## src/rtl/taiga_types.sv

```systemverilog
// Shared types for the iterative divider.
package taiga_types;

  typedef enum logic [1:0] {
    DIV_IDLE,
    DIV_RUN,
    DIV_FIN
  } div_state_t;

endpackage

```

## src/rtl/div_clz.sv

```systemverilog
// Combinational leading-zero count; an all-zero input yields WIDTH.
module div_clz #(
  parameter int unsigned WIDTH = 32
) (
  input  logic [WIDTH-1:0]               i_value,
  output logic [$clog2(WIDTH+1)-1:0]     o_count
);

  localparam int unsigned CW = $clog2(WIDTH + 1);

  // Scan upward so the highest set bit is the last to write the count.
  always_comb begin
    o_count = CW'(WIDTH);
    for (int i = 0; i < int'(WIDTH); i++) begin
      if (i_value[i]) o_count = CW'(int'(WIDTH) - 1 - i);
    end
  end

endmodule

```

## src/rtl/div_unsigned_radix2.sv

```systemverilog
// Unsigned radix-2 restoring divider with leading-zero skip and one-cycle divide-by-zero.
module div_unsigned_radix2
  import taiga_types::*;
#(
  parameter int unsigned DATA_WIDTH = 32
) (
  input  logic                  clk,
  input  logic                  rst,
  input  logic                  start,
  input  logic [DATA_WIDTH-1:0] dividend,
  input  logic [DATA_WIDTH-1:0] divisor,
  output logic [DATA_WIDTH-1:0] quotient,
  output logic [DATA_WIDTH-1:0] remainder,
  output logic                  done,
  output logic                  divisor_is_zero
);

  localparam int unsigned CW = $clog2(DATA_WIDTH + 1);

  div_state_t            r_state;
  logic [DATA_WIDTH-1:0] r_work;
  logic [DATA_WIDTH-1:0] r_rem;
  logic [DATA_WIDTH-1:0] r_q;
  logic [DATA_WIDTH-1:0] r_divisor;
  logic [CW-1:0]         r_count;

  logic [CW-1:0]         w_lz;
  logic [DATA_WIDTH:0]   w_t;
  logic                  w_qbit;
  logic [DATA_WIDTH-1:0] w_rem_next;
  logic [DATA_WIDTH-1:0] w_q_next;

  div_clz #(.WIDTH(DATA_WIDTH)) u_clz (
    .i_value (dividend),
    .o_count (w_lz)
  );

  // One restoring step; compare at DATA_WIDTH+1 bits so the shifted-in bit never overflows.
  always_comb begin
    w_t        = {r_rem, r_work[DATA_WIDTH-1]};
    w_qbit     = (w_t >= {1'b0, r_divisor});
    w_rem_next = w_qbit ? DATA_WIDTH'(w_t - {1'b0, r_divisor}) : w_t[DATA_WIDTH-1:0];
    w_q_next   = {r_q[DATA_WIDTH-2:0], w_qbit};
  end

  // A start in any state (including RUN or FIN) loads the new operation.
  always_ff @(posedge clk or posedge rst) begin
    if (rst) begin
      r_state         <= DIV_IDLE;
      r_work          <= '0;
      r_rem           <= '0;
      r_q             <= '0;
      r_divisor       <= '0;
      r_count         <= '0;
      quotient        <= '0;
      remainder       <= '0;
      done            <= 1'b0;
      divisor_is_zero <= 1'b0;
    end else begin
      done <= 1'b0;
      if (start) begin
        divisor_is_zero <= 1'b0;
        r_divisor       <= divisor;
        if (divisor == '0) begin
          r_state         <= DIV_FIN;
          quotient        <= '1;
          remainder       <= dividend;
          divisor_is_zero <= 1'b1;
          done            <= 1'b1;
        end else if (dividend == '0) begin
          r_state   <= DIV_FIN;
          quotient  <= '0;
          remainder <= '0;
          done      <= 1'b1;
        end else begin
          r_state <= DIV_RUN;
          r_work  <= dividend << w_lz;
          r_rem   <= '0;
          r_q     <= '0;
          r_count <= CW'(DATA_WIDTH) - w_lz - CW'(1);
        end
      end else begin
        case (r_state)
          DIV_RUN: begin
            r_rem  <= w_rem_next;
            r_q    <= w_q_next;
            r_work <= r_work << 1;
            if (r_count == '0) begin
              r_state   <= DIV_FIN;
              quotient  <= w_q_next;
              remainder <= w_rem_next;
              done      <= 1'b1;
            end else begin
              r_count <= r_count - CW'(1);
            end
          end
          DIV_FIN: r_state <= DIV_IDLE;
          default: r_state <= DIV_IDLE;
        endcase
      end
    end
  end

endmodule

```

## config.mk

```make
export PLATFORM = sky130hd
export DESIGN_NAME = div_unsigned_radix2
export DESIGN_NICKNAME = d
export VERILOG_FILES = /design/src/rtl/taiga_types.sv /design/src/rtl/div_clz.sv /design/src/rtl/div_unsigned_radix2.sv
export SDC_FILE = /design/constraint.sdc
export NUM_CORES = 1
export LEC_CHECK = 0
export ABC_AREA = 0
export CAP_MARGIN = 20
export CORE_MARGIN = 5
export CORE_UTILIZATION = 35
export DETAILED_ROUTE_END_ITERATION = 10
export PLACE_DENSITY = 0.53
export SLEW_MARGIN = 20
export SYNTH_ARGS = -nofsm -noshare
export SYNTH_HDL_FRONTEND = slang
export SYNTH_SLANG_ARGS = --single-unit
```

## constraint.sdc

```tcl
create_clock -name clk -period 14.3 [get_ports clk]
set_input_delay 1.43 -clock clk [delete_from_list [all_inputs] [get_ports clk]]
set_output_delay 1.43 -clock clk [all_outputs]
set_load 0.01 [all_outputs]
```

* Yosys cells after proc, flatten, opt, wreduce, memory -nomap -nowiden
Cells that the tools add are included.
Word-level totals: input port bits 67, output and inout bits 66, flip-flop bits (word level) 201, word-level logic and storage cells 98
Cells by class: equality and inequality tests 6, $lt $le $gt $ge 1, add/sub/neg operators 4, shift operators 1, reductions and logical operators 8, mux-type cells 68
Operators with widths (number):
- 32-bit 2-to-1 mux | 18
- 6-bit 2-to-1 mux | 37
- 32-bit logical NOT | 2
- 31-bit 2-to-1 mux | 2
- 33-bit by 32-bit >= comparator with 1-bit output | 1
- 32-bit by 6-bit << shifter with 32-bit output | 1
- 32-bit subtractor | 1
- 6-bit by 1-bit subtractor with 6-bit output (second input constant) | 2
- 2-bit 2-to-1 mux | 5
- 6-bit logical NOT | 1
- 1-bit 2-to-1 mux | 6
- 2-bit != test (second input constant) | 3
- 3-bit AND reduction | 2
- 6-bit subtractor (first input constant) | 1
- 4-bit AND reduction | 1
- 2-bit nonzero test | 2
- 3-bit by 1-bit != test with 1-bit output (second input constant) | 1
- 3-bit != test (second input constant) | 1
- 2-bit by 1-bit equality test with 1-bit output (second input constant) | 1

* Depth between registers and ports, before layout
word-level depth 37, mapped depth 13, depth with buffers taken out 13

* By module
A second synthesis with hierarchy kept.
Second synthesis, totals: cell total of the unflattened synthesis 1502, area total of the unflattened synthesis 12650.9 um^2
By module, submodules not included:
- div_unsigned_radix2 | cells an instance 1437, instances 1, area an instance 12283.0 um^2, seq. area each 5029.8 um^2
- div_clz | cells an instance 65, instances 1, area an instance 367.9 um^2, seq. area each 0.0 um^2

* Least setup slack after synthesis
Ideal clock, no wire load.
path type input -> register, from in dividend[7], to reg r_work[22], path slack 10414 ps, setup time 136 ps, path buffers 2, arrival 3750 ps, stages 11, cells stage by stage buf_2 or4_1 o211ai_4 a21oi_2 nor2_4 buf_2 mux2_2 o211ai_1 o21ai_0 mux2i_1 o21ai_0
Between the ends: cells in the longest elaborated chain, start to end 29, elaborated cells on any way between the ends 32, classes of those cells eq/ne (1); shift (1); mux (28); reduce/logical (2)
RTL lines:
- start: declaration | RTL line div_unsigned_radix2.sv:10 | input logic [DATA_WIDTH-1:0] dividend,
- 6-bit 2-to-1 mux (25 in a row) | RTL line div_clz.sv:15 | if (i_value[i]) o_count = CW'(int'(WIDTH) - 1 - i);
- 32-bit by 6-bit << shifter with 32-bit output | RTL line div_unsigned_radix2.sv:77 | r_work <= dividend << w_lz;
- 32-bit 2-to-1 mux | RTL line div_unsigned_radix2.sv:70 | end else if (dividend == '0) begin
- 32-bit 2-to-1 mux | RTL line div_unsigned_radix2.sv:64 | if (divisor == '0) begin
- 32-bit 2-to-1 mux | RTL line div_unsigned_radix2.sv:61 | if (start) begin
- end signal: assignment | RTL line div_unsigned_radix2.sv:77
- end signal: assignment | RTL line div_unsigned_radix2.sv:87 | r_work <= r_work << 1;
- end: declaration | RTL line div_unsigned_radix2.sv:21 | logic [DATA_WIDTH-1:0] r_work;
Several ways; a longest one is shown, not always the timed one. The select of a mux whose other input is x is not followed. A chain may end at the register's enable or synchronous reset.

* Worst setup path in the final report
from in dividend[30], to reg r_work[22]
Between the ends: cells in the longest elaborated chain, start to end 6, elaborated cells on any way between the ends 9, classes of those cells eq/ne (1); shift (1); mux (5); reduce/logical (2)
RTL lines (RTL line):
- 6-bit 2-to-1 mux (2 in a row) | div_clz.sv:15
- 32-bit by 6-bit << shifter with 32-bit output | div_unsigned_radix2.sv:77
- 32-bit 2-to-1 mux | div_unsigned_radix2.sv:70
- 32-bit 2-to-1 mux | div_unsigned_radix2.sv:64
- 32-bit 2-to-1 mux | div_unsigned_radix2.sv:61
Several ways; a longest one is shown, not always the timed one. The select of a mux whose other input is x is not followed.

==> results.sh <==
export IMPL_cp_top_family="simple AND/OR/NAND/NOR gates"
export IMPL_dp_cells=2128
export IMPL_rows=71
export IMPL_routed_via_count=12337
export IMPL_hold_end="quotient[0]"
export IMPL_max_stage_delay_ns=1.04
export IMPL_port_buffers=132
export IMPL_cts_sinks=201
export IMPL_instances_no_fill=2173
export IMPL_place_gp_congestion=0.891
export IMPL_synth_top_area_share_pct=38.0
export IMPL_grt_pass1_wl_mm=68.8
export IMPL_r2r_slack_ns=10.04
export IMPL_cts_setup_buffers=0
export IMPL_num_antenna_cells=0
export IMPL_track_usage_pct=20.5
export IMPL_htree_num_levels=1
export IMPL_worstHoldStart="quotient[0]"
export IMPL_r2r_end="r_rem[31]"
export IMPL_period_share_pct=40.8
export IMPL_ioPinCount=133
export IMPL_drtIter0Drc=1136
export IMPL_drive_gt1_share_pct=7.10
export IMPL_crit_required_ns=14.74
export IMPL_crit_buf_inv=3
export IMPL_crit_chain="clkdlybuf4s50_1 -> nor4_4 -> nand2_1 -> nor4_2 -> nor2_1 -> a21oi_4 -> buf_4 -> buf_4 -> a221oi_1 -> o21ai_0"
export IMPL_fp_dieW_microns=205
export IMPL_synth_top_cells_by_area="dfrtp_1, nand2_1, o21ai_0"
export IMPL_min_delay_path_class="reg -> reg"
export IMPL_dieArea_sq_um=41800
export IMPL_final_util_pct=41.6
export IMPL_synthArstFlopShare_pct=100
export IMPL_slowest_stage="nor4_4"
export IMPL_vdd_drop_max_uv=85.0
export IMPL_final_antenna_net_count=0
export IMPL_final_setup_skew_ns=0.0176
export IMPL_first_pass_iters=5
export IMPL_routed_wl_mm=44.5
export IMPL_slew_headroom_pct=27.1
export IMPL_syn_to_final_growth_pct=17.8
export IMPL_grt_max_degree=138
export IMPL_maxCapViolations=0
export IMPL_end_kind="flop"
export IMPL_wire_per_inst_microns=20.5
export IMPL_dp_hpwl_mm=31.6
export IMPL_p_leak_nw=6.47
export IMPL_rr_startpoint="r_rem[6]"
export IMPL_cts_resized_gates=0
export IMPL_final_max_slew_violation_count=0
export IMPL_clkTransAtPathRegs_ns=0.06
export IMPL_synth_edf_count=0
export IMPL_cp_max_fo=90
export IMPL_yosysMostFrequentCell="nand2_1"
export IMPL_cts_root_buf="clkbuf_16"
export IMPL_syn_num_nets=1703
export IMPL_via_per_inst=5.68
export IMPL_rsz0062_at_grt="no"
export IMPL_setup_tns_ns=0
export IMPL_initial_core_util_pct=35.3
export IMPL_tightest_slew_ns=1.09
export IMPL_p_per_area_nw_per_um2=140
export IMPL_yosysWarningCount=0
export IMPL_crit_type="in -> reg"
export IMPL_path_common_cell="buf_4"
export IMPL_setup_viol=0
export IMPL_ys_seq_area_share_pct=38.0
export IMPL_core_sq_um=37500
export IMPL_netlist_area_sq_um=13200
export IMPL_rr_worst_depth=10
export IMPL_clock_latency_ns=0.54
export IMPL_ys_ff_latch=201
export IMPL_avgSynthCellArea_sq_um=8.27
export IMPL_antenna_found_initial=0
export IMPL_postCtsHoldBufs=0
export IMPL_fp_dieH_microns=205
export IMPL_grt_pass1_vias=11645
export IMPL_grt_ovfl_total=0
export IMPL_syn_inst=1601
export IMPL_synth_common_cells="nand2_1, dfrtp_1, o21ai_0, a21oi_1, nor2_1"
export IMPL_cts_max_path_buffers=3
export IMPL_status="completed"
export IMPL_ys_types=93
export IMPL_ys_flop_type="dfrtp_1"
export IMPL_synth_top_area_cell="dfrtp_1"
export IMPL_min_delay_path_depth=2
export IMPL_cp_num_cells=10
export IMPL_whs_ns=0.481
export IMPL_worstPathArrival_ns=6.28
export IMPL_max_freq_ghz=0.171
export IMPL_cts_buffers=25
export IMPL_start_kind="primary input"
export IMPL_drc=0
export IMPL_hold_viol_final=0
export IMPL_cts_tree="yes"
export IMPL_fin_crit_ns=5.84
export IMPL_final_nets=1747
worst min-delay path, stage by stage, from the launching register on:
cell     delay, ns
dfrtp_1       0.34
nand2_1       0.05
o21ai_1       0.06
layer usage:
metal  GRT usage, %  vias to the layer above  wire length [microns]
met1           29.1                     5994                  20300
met5              0                        -                      0
met3           3.15                       77                   2410
met2           33.0                      355                  20800
li1               -                     5911                      -
met4           4.91                        0                   1040
report_power, final:
part           total (mW)  leakage (nW)  switching, mW  internal (mW)
combinational       0.832          3.46          0.495          0.336
sequential          0.724          2.60         0.0705          0.654
clock               0.631         0.407          0.250          0.381
total                2.19          6.47          0.816           1.37
layout by cell type, fill, tap and decap left out, types with 6 or more instances in the layout:
master,instances
clkbuf_16,25
nand4_1,14
o211ai_1,20
o211a_1,6
o31ai_1,15
o21ai_1,46
nor2b_1,10
a221oi_1,9
or2_2,7
inv_1,47
nor2_1,92
clkbuf_8,8
and2_1,8
o21ai_0,165
nor4_1,15
nand3_1,35
o21a_1,12
a22oi_1,17
mux2i_1,55
a31oi_1,23
xnor2_1,9
mux2_2,16
clkdlybuf4s50_1,131
nor3_1,34
buf_4,17
xor2_1,17
a211oi_1,16
nand2_1,222
dfrtp_1,201
ha_1,34
and3_1,22
nand2b_1,10
a21oi_1,141
a21o_1,25
or3_1,15
layout make-up:
class,count,area (sq um)
Clock inverter,6,66.3
Inverter,50,196
Clock buffer,38,754
Tap cell,511,639
Fill cell,3834,21900
Multi-Input combinational cell,1218,7450
Timing Repair Buffer,149,1470
Sequential cell,201,5030
flip-flops by register name (all words and copies together) (netlist names):
signal / count
r_state: 2
r_rem: 32
r_count: 6
quotient: 32
done: 1
divisor_is_zero: 1
remainder: 32
r_divisor: 32
r_work: 32
r_q: 31
cells by family after synthesis:
kind of cell	count (synthesis)	synth area share, %
AO/OA/AOI/OAI	572	27.0
AND/OR/NAND/NOR	513	18.3
flip-flops	201	38.0
buffers and inverters	182	5.90
multiplexers	72	5.69
adder cells (fa/ha/maj)	35	3.36
XOR/XNOR	26	1.72
worst max path at each step:
| stage | startpoint | endpoint | slack, ns |
|---|---|---|---|
| 2_1_floorplan | rst | divisor_is_zero | 7.39 |
| 3_3_place_gp | dividend[30] | r_work[22] | 8.22 |
| 3_5_place_dp | dividend[30] | r_work[22] | 7.96 |
| 4_1_cts | dividend[30] | r_work[22] | 8.55 |
| 5_1_grt | dividend[30] | r_work[22] | 8.02 |
| 6_report | dividend[30] | r_work[22] | 8.46 |
through the flow:
| stage | power [mW] | area (sq um) | setup slack [ns] |
|---|---|---|---|
| final | 2.19 | 15600 | 8.46 |
| after floorplan | 1.28 | 13200 | 7.39 |
| after detailed placement | 1.55 | 14800 | 7.96 |
| after global routing | 2.32 | 15600 | 8.02 |
| after CTS | 2.20 | 15600 | 8.55 |
| after global placement | 1.55 | 14800 | 8.22 |
No activity file was read; power rests on OpenSTA's default activity.
